`config.mk`:
```
export PLATFORM = sky130hd
export DESIGN_NAME = oursring_rr_req_arbiter
export DESIGN_NICKNAME = d
export VERILOG_FILES = /design/src/rtl/oursring_rr_req_arbiter.sv
export SDC_FILE = /design/constraint.sdc
export NUM_CORES = 1
export LEC_CHECK = 0
export ABC_AREA = 1
export CORE_UTILIZATION = 40
export CTS_CLUSTER_SIZE = 14
export DETAILED_ROUTE_END_ITERATION = 16
export HOLD_SLACK_MARGIN = 0.03
export PLACE_DENSITY = 0.79
export SYNTH_ARGS = -nofsm -noshare
export SYNTH_HDL_FRONTEND = slang
export SYNTH_SLANG_ARGS = --single-unit
```
`constraint.sdc`:
```
create_clock -name clk -period 1.85 [get_ports clk]
set_input_delay 0.2775 -clock clk [delete_from_list [all_inputs] [get_ports clk]]
set_output_delay 0.2775 -clock clk [all_outputs]
set_load 0.02 [all_outputs]
```
`src/rtl/oursring_rr_req_arbiter.sv`:
```
// Round-robin N:1 request arbiter for AXI AW+W and AR channels in front of one oursring master.
// Produces per-port readies and one-hot payload mux selects; it carries no payload itself.
module oursring_rr_req_arbiter #(
   parameter int N_IN_PORT = 3
) (
   input  logic                 clk,
   input  logic                 rstn,
   input  logic [N_IN_PORT-1:0] i_awvalid,
   input  logic [N_IN_PORT-1:0] i_wvalid,
   input  logic [N_IN_PORT-1:0] i_wlast,
   input  logic [N_IN_PORT-1:0] i_arvalid,
   output logic [N_IN_PORT-1:0] i_awready,
   output logic [N_IN_PORT-1:0] i_wready,
   output logic [N_IN_PORT-1:0] i_arready,
   output logic                 o_awvalid,
   output logic                 o_wvalid,
   output logic                 o_arvalid,
   input  logic                 o_awready,
   input  logic                 o_wready,
   input  logic                 o_arready,
   output logic [N_IN_PORT-1:0] o_aw_sel,
   output logic [N_IN_PORT-1:0] o_w_sel,
   output logic [N_IN_PORT-1:0] o_ar_sel,
   output logic                 o_w_busy
);

   localparam int PW = (N_IN_PORT > 1) ? $clog2(N_IN_PORT) : 1;

   typedef enum logic {W_IDLE, W_BURST} w_state_e;

   w_state_e        w_state_q, w_state_d;
   logic [PW-1:0]   w_hold_idx_q, w_hold_idx_d;
   logic [PW-1:0]   aw_ptr_q, aw_ptr_d;
   logic [PW-1:0]   ar_ptr_q, ar_ptr_d;

   logic [N_IN_PORT-1:0] aw_cand;
   logic [PW-1:0]        aw_g, ar_g;
   logic                 aw_hs, w_hs, ar_hs;

   // First requester at or after ptr, wrapping N-1 -> 0.
   function automatic logic [PW-1:0] rr_idx(input logic [N_IN_PORT-1:0] req,
                                            input logic [PW-1:0] ptr);
      logic [PW-1:0] r;
      logic          found;
      r     = ptr;
      found = 1'b0;
      for (int k = 0; k < N_IN_PORT; k++) begin
         int            idx;
         logic [PW-1:0] idx_l;
         idx = int'(ptr) + k;
         if (idx >= N_IN_PORT) idx = idx - N_IN_PORT;
         idx_l = PW'(idx);
         if (!found && req[idx_l]) begin
            r     = idx_l;
            found = 1'b1;
         end
      end
      return r;
   endfunction

   function automatic logic [PW-1:0] next_ptr(input logic [PW-1:0] g);
      if (N_IN_PORT == 1 || g == PW'(N_IN_PORT - 1)) return '0;
      return g + PW'(1);
   endfunction

   function automatic logic [N_IN_PORT-1:0] onehot(input logic [PW-1:0] g);
      logic [N_IN_PORT-1:0] oh;
      oh    = '0;
      oh[g] = 1'b1;
      return oh;
   endfunction

   always_comb begin
      i_awready    = '0;
      i_wready     = '0;
      i_arready    = '0;
      o_awvalid    = 1'b0;
      o_wvalid     = 1'b0;
      o_arvalid    = 1'b0;
      o_aw_sel     = '0;
      o_w_sel      = '0;
      o_ar_sel     = '0;
      o_w_busy     = 1'b0;
      aw_hs        = 1'b0;
      w_hs         = 1'b0;
      ar_hs        = 1'b0;
      w_state_d    = w_state_q;
      w_hold_idx_d = w_hold_idx_q;
      aw_ptr_d     = aw_ptr_q;
      ar_ptr_d     = ar_ptr_q;
      aw_cand      = i_awvalid & i_wvalid;
      aw_g         = rr_idx(aw_cand, aw_ptr_q);
      ar_g         = rr_idx(i_arvalid, ar_ptr_q);

      if (rstn) begin
         case (w_state_q)
            W_IDLE: begin
               // AW and the first W beat are granted as a pair so they handshake together.
               o_awvalid = |aw_cand;
               o_wvalid  = |aw_cand;
               if (|aw_cand) begin
                  o_aw_sel  = onehot(aw_g);
                  o_w_sel   = onehot(aw_g);
                  i_awready = onehot(aw_g) & {N_IN_PORT{o_awready & o_wready}};
                  i_wready  = onehot(aw_g) & {N_IN_PORT{o_awready & o_wready}};
               end
               aw_hs = (|aw_cand) & o_awready & o_wready;
               if (aw_hs) begin
                  aw_ptr_d = next_ptr(aw_g);
                  if (!i_wlast[aw_g]) begin
                     w_state_d    = W_BURST;
                     w_hold_idx_d = aw_g;
                  end
               end
            end
            W_BURST: begin
               o_w_busy = 1'b1;
               o_wvalid = i_wvalid[w_hold_idx_q];
               o_w_sel  = onehot(w_hold_idx_q);
               i_wready = onehot(w_hold_idx_q) & {N_IN_PORT{o_wready}};
               w_hs     = i_wvalid[w_hold_idx_q] & o_wready;
               if (w_hs && i_wlast[w_hold_idx_q]) w_state_d = W_IDLE;
            end
            default: w_state_d = W_IDLE;
         endcase

         o_arvalid = |i_arvalid;
         if (|i_arvalid) begin
            o_ar_sel  = onehot(ar_g);
            i_arready = onehot(ar_g) & {N_IN_PORT{o_arready}};
         end
         ar_hs = (|i_arvalid) & o_arready;
         if (ar_hs) ar_ptr_d = next_ptr(ar_g);
      end
   end

   always_ff @(posedge clk) begin
      if (!rstn) begin
         w_state_q    <= W_IDLE;
         w_hold_idx_q <= '0;
         aw_ptr_q     <= '0;
         ar_ptr_q     <= '0;
      end else begin
         w_state_q    <= w_state_d;
         w_hold_idx_q <= w_hold_idx_d;
         aw_ptr_q     <= aw_ptr_d;
         ar_ptr_q     <= ar_ptr_d;
      end
   end

`ifndef SYNTHESIS
   logic [N_IN_PORT-1:0] prev_w_sel;
   logic                 prev_burst;

   always @(posedge clk) begin
      if (rstn) begin
         assert ($onehot0(i_awready)) else $error("i_awready not one-hot: %b", i_awready);
         assert ($onehot0(i_wready))  else $error("i_wready not one-hot: %b", i_wready);
         assert ($onehot0(i_arready)) else $error("i_arready not one-hot: %b", i_arready);
         if (prev_burst && w_state_q == W_BURST)
            assert (o_w_sel == prev_w_sel) else $error("o_w_sel moved during burst");
      end
      prev_w_sel <= o_w_sel;
      prev_burst <= rstn && (w_state_q == W_BURST);
   end
`endif

endmodule

```
==> results.tsv, run 1 <==
metric	value	unit
GR Overflow Total	121	
chip height	53.6	um
top cells by area, synth	nand2_1 13%, dfxtp_1 13%, inv_1 13%	
CTS Buf Count	3	
gp weighted congestion	0.898	
error msg	[ERROR GRT-0232] Routing congestion too high. Check the congestion heatmap in the GUI.	
outcome	aborted with a tool error	
Gate Count Post-Synth	185	
distinct cell type count after synthesis	30	
Die Wd	53.6	um
Post-synth EDFFs	0	
Total GRT Usage	81.0	%
stage reached	5_1_grt	
worst ep type	output port	
Synth top area share	13.4	%
Port Buffers	38	
Synth area leader	nand2_1	
top_reg_cell synth	dfxtp_1	
Async SR Flop Fraction	0	%
leading cell types by count after synthesis	38 x nand2_1, 37 x inv_1, 24 x nor2_1	
initial cell density of the core	42.6	%
post-synthesis register bit count	7	
io pins	39	
synthesized area per cell	5.76	um2
Synth Net Count	208	
largest net degree at the start of global routing	7	
CTS Root Cell	clkbuf_4	
Core Rows	18	
count leader, synth	nand2_1	
Max Root-Sink Buffers	2	
Detailed Place HPWL	3300	um
number of H-tree levels	1	
GRT worst endpoint	o_ar_sel[0]	
synthesis warning total	0	
sequential area share after synthesis	13.1	%
Post-Synthesis Cell Area	1070	um2
clock sink total	7	
metal layers:
metal | overflow | GRT usage [%]
met3 | 2 | 44.6
met2 | 78 | 112
met5 | 0 | 0
met4 | 38 | 105
met1 | 3 | 75.1
timing repair:
action	4_1_cts
resized for setup	155
hold buffers	0
pin swaps	22
setup buffers	6
setup endpoints to repair	28
logic make-up after synthesis:
kind of cell    Yosys count  share of synthesized area [%]
compound gates           35                           23.0
fa+ha+maj                 6                           7.04
buf+inv                  39                           14.0
flops                     7                           13.1
simple gates             98                           42.8
stage by stage:
stage          setup WS [ns]  cells  instance area [um2]
4_1_cts               -0.591    299                 2230
2_1_floorplan         -0.183    185                 1330
3_3_place_gp          -0.927    290                 2020
3_5_place_dp           -1.03    290                 2020
==> run 2, diff against run 1 <==
--- a/config.mk
+++ b/config.mk
@@ -6,11 +6,10 @@
 export NUM_CORES = 1
 export LEC_CHECK = 0
 export ABC_AREA = 1
-export CORE_UTILIZATION = 40
-export CTS_CLUSTER_SIZE = 14
+export CORE_AREA = 2 2 63 65
 export DETAILED_ROUTE_END_ITERATION = 16
-export HOLD_SLACK_MARGIN = 0.03
-export PLACE_DENSITY = 0.79
+export DIE_AREA = 0 0 65 67
+export PLACE_DENSITY_LB_ADDON = 0.15
 export SYNTH_ARGS = -nofsm -noshare
 export SYNTH_HDL_FRONTEND = slang
 export SYNTH_SLANG_ARGS = --single-unit
==> constraint.sdc (replaced) <==
create_clock -name clk -period 2.4 [get_ports clk]
set_input_delay 0.36 -clock clk [delete_from_list [all_inputs] [get_ports clk]]
set_output_delay 0.36 -clock clk [all_outputs]
set_load 0.02 [all_outputs]
==> results.tsv, run 2 <==
metric	value	unit
fin worst setup slack	-0.174	ns
Detailed Place HPWL	2860	um
Max Fclk	0.389	GHz
Skew-Pair Late Insertion Delay	0.24	ns
Core Footprint	3610	um2
Max Root-Sink Buffers	2	
Final min period	2.57	ns
outcome	finished, violations left	
Die Area	4360	um2
Total Wirelength	4330	um
initial antenna violation count	0	
Post-synth EDFFs	0	
drt pass-1 iters	4	
R2R depth	17	
routed len/inst	12.8	um
Die Wd	65	um
final core utilization	66.2	%
maximum vdd ir drop	0.898	mV
worst min path class	flip-flop to flip-flop	
initial cell density of the core	29.6	%
Total GRT Usage	20.0	%
chip height	67	um
fin crit share	107	%
Hold Crit Start	w_hold_idx_q[1]	
leading cell types by count after synthesis	38 x nand2_1, 37 x inv_1, 24 x nor2_1	
top cells by area, synth	nand2_1 13%, dfxtp_1 13%, inv_1 13%	
Clock Skews	0.00716	ns
Inserted Diodes	0	
DRT iter0 DRCs	61	
Regs by FF count	ar_ptr_q x2, aw_ptr_q x2, w_hold_idx_q x2	
Crit. End Element	output port	
CTS Buf Count	3	
CTS Root Cell	clkbuf_8	
clock sink total	7	
violated checks	setup timing	
# placed instances	323	
Synth top area share	13.4	%
hold-fix buffers at CTS	0	
Gate Count Post-Synth	185	
pwr dens	970	nW/um2
Core Rows	22	
synthesis warning total	0	
count leader, synth	nand2_1	
Final Hold Fails	0	
Synth Net Count	208	
DRC	0	
clock-pin slew on the worst setup and hold paths	0.04	ns
critical path peak fanout	4	
r2r endpoint	w_hold_idx_q[0]	
Max Cap Violations	0	
Final nets	314	
Worst-Margin Slew	0.335	ns
global-route wire length before repair	6720	um
DR vias	1567	
most frequent cells in the layout	65 x buf_4, 25 x inv_1, 25 x nand2_1, 16 x nor2_1, 15 x nand2_2	
io pins	39	
worst hold path stage count	2	
Final Max Tran Viols	0	
area of the multi-input gates	1110	um2
TritonCTS clock tree	yes	
Critical R2R Launch	aw_ptr_q[0]	
register area	150	um2
reg2reg setup slack	0.23	ns
worst slack, placed	-0.592	ns
antenna viol nets, final	0	
Async SR Flop Fraction	0	%
vias in the first global route	1485	
CP required	2.04	ns
Tot Pwr	2.31	mW
Fillers	324	
Final setup viols	18	
distinct cell type count after synthesis	30	
synthesized area per cell	5.76	um2
Non-Filler Instances	338	
largest net degree at the start of global routing	8	
post-synthesis register bit count	7	
slew margin rel.	77.4	%
WHS	0.541	ns
Setup CP Type	input pin to output port	
Port Buffers	38	
RSZ-0062 raised after global routing	yes	
Post-Synthesis Cell Area	1070	um2
GR Overflow Total	0	
CP startpoint kind	input pin	
Synth area leader	nand2_1	
top_reg_cell synth	dfxtp_1	
sequential area share after synthesis	13.1	%
P_leak	1.18	nW
number of H-tree levels	1	
Layout area overhead	124	%
gp weighted congestion	0.837	
Min-Delay Endpoint	w_hold_idx_q[1]	
layout cells sized above 1	58.6	%
worst path arrival time	2.21	ns
commonest non-fill, non-tap cell in the layout	buf_4	
vias per cell	4.64	
run 2: cell counts after synthesis:
Identical to the previous run, type by type.
run 2: worst max path at each step:
stage | depth (start not counted) | end | from
floorplan | 13 | i_wready[1] | aw_ptr_q[0]
global placement | 14 | i_wready[0] | i_wvalid[2]
detailed placement | 12 | i_arready[2] | i_arvalid[1]
CTS | 12 | i_wready[0] | aw_ptr_q[0]
global route | 13 | i_wready[0] | i_awvalid[0]
finish | 13 | i_wready[0] | i_awvalid[0]
run 2: cells by family after synthesis:
kind of cell | synth area share, %
and+or+nand+nor | 42.8
adders and majority gates | 7.04
AOI/OAI and AO/OA | 23.0
buffers and inverters | 14.0
DFF | 13.1
run 2: layer usage:
layer / vias to the layer above / global-route usage, % / share of wire, %
met5: - / 0 / 0
met4: 0 / 4.79 / 1.2
met3: 7 / 4.39 / 5.7
met2: 49 / 37.4 / 51
met1: 701 / 23.1 / 42
li1: 810 / - / -
run 2: worst max-delay path: stages:
cell and delay [ns]:
clkdlybuf4s50_1 0.50, nand2_2 0.12, nand2_1 0.07, nand3_2 0.07
nand2_2 0.08, a21oi_4 0.19, nand2_4 0.11, o21ai_4 0.20
inv_2 0.08, nor2_4 0.11, inv_2 0.05, o22ai_2 0.13
buf_6 0.14
run 2: cell type report:
| cell class | instances | area share (%) |
|---|---|---|
| well taps | 48 | 2.52 |
| repair buffers | 101 | 36.2 |
| clock buffers | 4 | 1.89 |
| multi-input cells | 139 | 46.4 |
| flip-flops and latches | 7 | 6.29 |
| inverters | 39 | 6.71 |
run 2: through the flow:
step	area [um2]	setup TNS, ns
CTS	2140	-0.866
global route	2390	-3.75
floorplan	1070	0
detailed placement	1910	-10.29
global placement	1910	-10.60
finish	2390	-1.80
run 2: power by group:
| part | internal (mW) | switching [mW] |
|---|---|---|
| Sequential | 0.147 | 0.0294 |
| Clock | 0.116 | 0.0592 |
| Combinational | 0.983 | 0.980 |
run 2: timing repair:
| action | CTS | global route |
|---|---|---|
| setup buffers | 3 | 8 |
| cloned | 0 | 0 |
| pin swaps | 16 | 17 |
| resized for setup | 149 | 58 |
| setup endpoints to repair | 21 | 21 |
(Power assumes the default switching activity.)
==> run 3, diff against run 2 <==
--- a/config.mk
+++ b/config.mk
@@ -10,6 +10,7 @@
 export DETAILED_ROUTE_END_ITERATION = 16
 export DIE_AREA = 0 0 65 67
 export PLACE_DENSITY_LB_ADDON = 0.15
+export SETUP_SLACK_MARGIN = 0.15
 export SYNTH_ARGS = -nofsm -noshare
 export SYNTH_HDL_FRONTEND = slang
 export SYNTH_SLANG_ARGS = --single-unit
==> results.tsv, run 3 (synthesis gave the netlist of run 2 again) <==
metric	value	unit
CP startpoint kind	flip-flop	
Die Area	4360	um2
Layout area overhead	130	%
DRC	0	
violated checks	setup timing	
pwr dens	931	nW/um2
Worst-Margin Slew	0.341	ns
vias per cell	4.64	
DR vias	1550	
most frequent cells in the layout	56 x buf_4, 23 x nand2_1, 22 x inv_1, 20 x buf_6, 15 x nand2_2	
Total Wirelength	4090	um
max incr delay on CP	0.34	ns
Inserted Diodes	0	
P_leak	1.18	nW
RSZ-0062 raised after global routing	yes	
fin worst setup slack	-0.100	ns
critical-path cell list	inv_2 -> ha_4 -> inv_4 -> buf_12 -> nand3_4 -> nand2_4 -> a21oi_4 -> nand2_4 -> nand2_4 -> nand2_4 -> nor2_4 -> nand2_4 -> o22ai_4 -> buf_6	
clock-pin slew on the worst setup and hold paths	0.04	ns
fin crit share	104	%
CTS Buf Count	3	
hold-fix buffers at CTS	0	
routed len/inst	12.2	um
global-route wire length before repair	6720	um
maximum vdd ir drop	0.792	mV
final core utilization	67.9	%
most frequent CP cell	nand2_4	
gp weighted congestion	0.832	
DRT iter0 DRCs	53	
WHS	0.518	ns
CP required	2.04	ns
slew margin rel.	77.1	%
Skew-Pair Late Insertion Delay	0.22	ns
Core Footprint	3610	um2
Final Max Tran Viols	0	
outcome	finished, violations left	
CTS Root Cell	clkbuf_8	
Clock Skews	0.00156	ns
drt pass-1 iters	4	
largest net degree at the start of global routing	7	
TritonCTS clock tree	yes	
# placed instances	314	
Max Fclk	0.400	GHz
vias in the first global route	1544	
initial cell density of the core	29.6	%
Crit. End Element	output port	
Max Cap Violations	0	
io pins	39	
Final min period	2.50	ns
Final setup viols	18	
Port Buffers	38	
Die Wd	65	um
Max Root-Sink Buffers	2	
Core Rows	22	
Largest delay share family, worst path	simple AND/OR/NAND/NOR gates	
Regs by FF count	ar_ptr_q x2, aw_ptr_q x2, w_hold_idx_q x2	
Non-Filler Instances	334	
commonest non-fill, non-tap cell in the layout	buf_4	
GR Overflow Total	0	
Final Hold Fails	0	
critical path peak fanout	4	
chip height	67	um
worst slack, placed	-0.627	ns
Final nets	310	
Detailed Place HPWL	2790	um
Critical-path top delay cell	dfxtp_2	
initial antenna violation count	0	
worst min path class	flip-flop to flip-flop	
worst path arrival time	2.14	ns
layout cells sized above 1	61.9	%
antenna viol nets, final	0	
Fillers	285	
CP Buf/Inv Count	4	
Total GRT Usage	19.6	%
number of H-tree levels	1	
clock sink total	7	
Setup CP Type	flip-flop to output port	
==> run 3: changes by cell type in the layout (fill, tap and decap cells not counted), moves of 3 or more <==
| cell | delta |
|---|---|
| buf_4 | -9 |
| buf_6 | +6 |
| clkdlybuf4s50_1 | -6 |
| dlygate4sd2_1 | +4 |
| inv_2 | +4 |
| inv_1 | -3 |
| nor2_1 | -3 |
==> run 3: cell type report <==
| cell class | count | area, um2 | share of cell area (%) |
|---|---|---|---|
| inverter | 39 | 156 | 6.39 |
| timing repair buffer | 97 | 863 | 35.3 |
| sequential | 7 | 148 | 6.03 |
| multi-input combinational | 139 | 1180 | 48.0 |
| tap | 48 | 60.1 | 2.45 |
| clock buffer | 4 | 45.0 | 1.84 |
==> run 3: worst paths after layout <==
| check | startpoint | endpoint | slack, ns | cells after the start |
|---|---|---|---|---|
| max | aw_ptr_q[0] | i_wready[1] | -0.1 | 14 |
| min | ar_ptr_q[1] | ar_ptr_q[1] | 0.52 | 2 |
| max reg2reg | aw_ptr_q[0] | aw_ptr_q[1] | 0.07 | 17 |
| min reg2reg | ar_ptr_q[1] | ar_ptr_q[1] | 0.52 | 2 |
==> run 3: per-layer routing <==
metal / vias up / routed length (um) / global-route usage, %
li1: 802 / - / -
met1: 694 / 1830 / 23.7
met2: 46 / 2010 / 35.7
met3: 8 / 179 / 2.87
met4: 0 / 74 / 5.85
met5: - / 0 / 0
==> run 3: worst min-delay path, delay by kind of cell, from the launching register on <==
family	cells	cell delay, ns
flip-flops	1	0.36
AND/OR/NAND/NOR	1	0.07
AO/OA/AOI/OAI	1	0.06
==> run 3: timing repair <==
item / CTS / global route
gates resized for setup: 200 / 25
buffers inserted: 12 / 4
setup endpoints to repair: 22 / 25
pin swaps: 31 / 20
==> run 3: power by group <==
group          total, mW  internal, mW  switching, mW
sequential         0.171         0.147         0.0238
combinational       1.95         0.946           1.01
clock              0.158         0.114         0.0437
==> run 3: stage by stage <==
step | total power, mW | instance area, um2 | setup TNS [ns]
6_report | 2.28 | 2450 | -0.874
5_1_grt | 2.44 | 2450 | -2.73
4_1_cts | 2.12 | 2320 | -0.376
3_5_place_dp | 1.38 | 1900 | -10.63
3_3_place_gp | 1.38 | 1900 | -10.68
2_1_floorplan | 0.832 | 1120 | 0
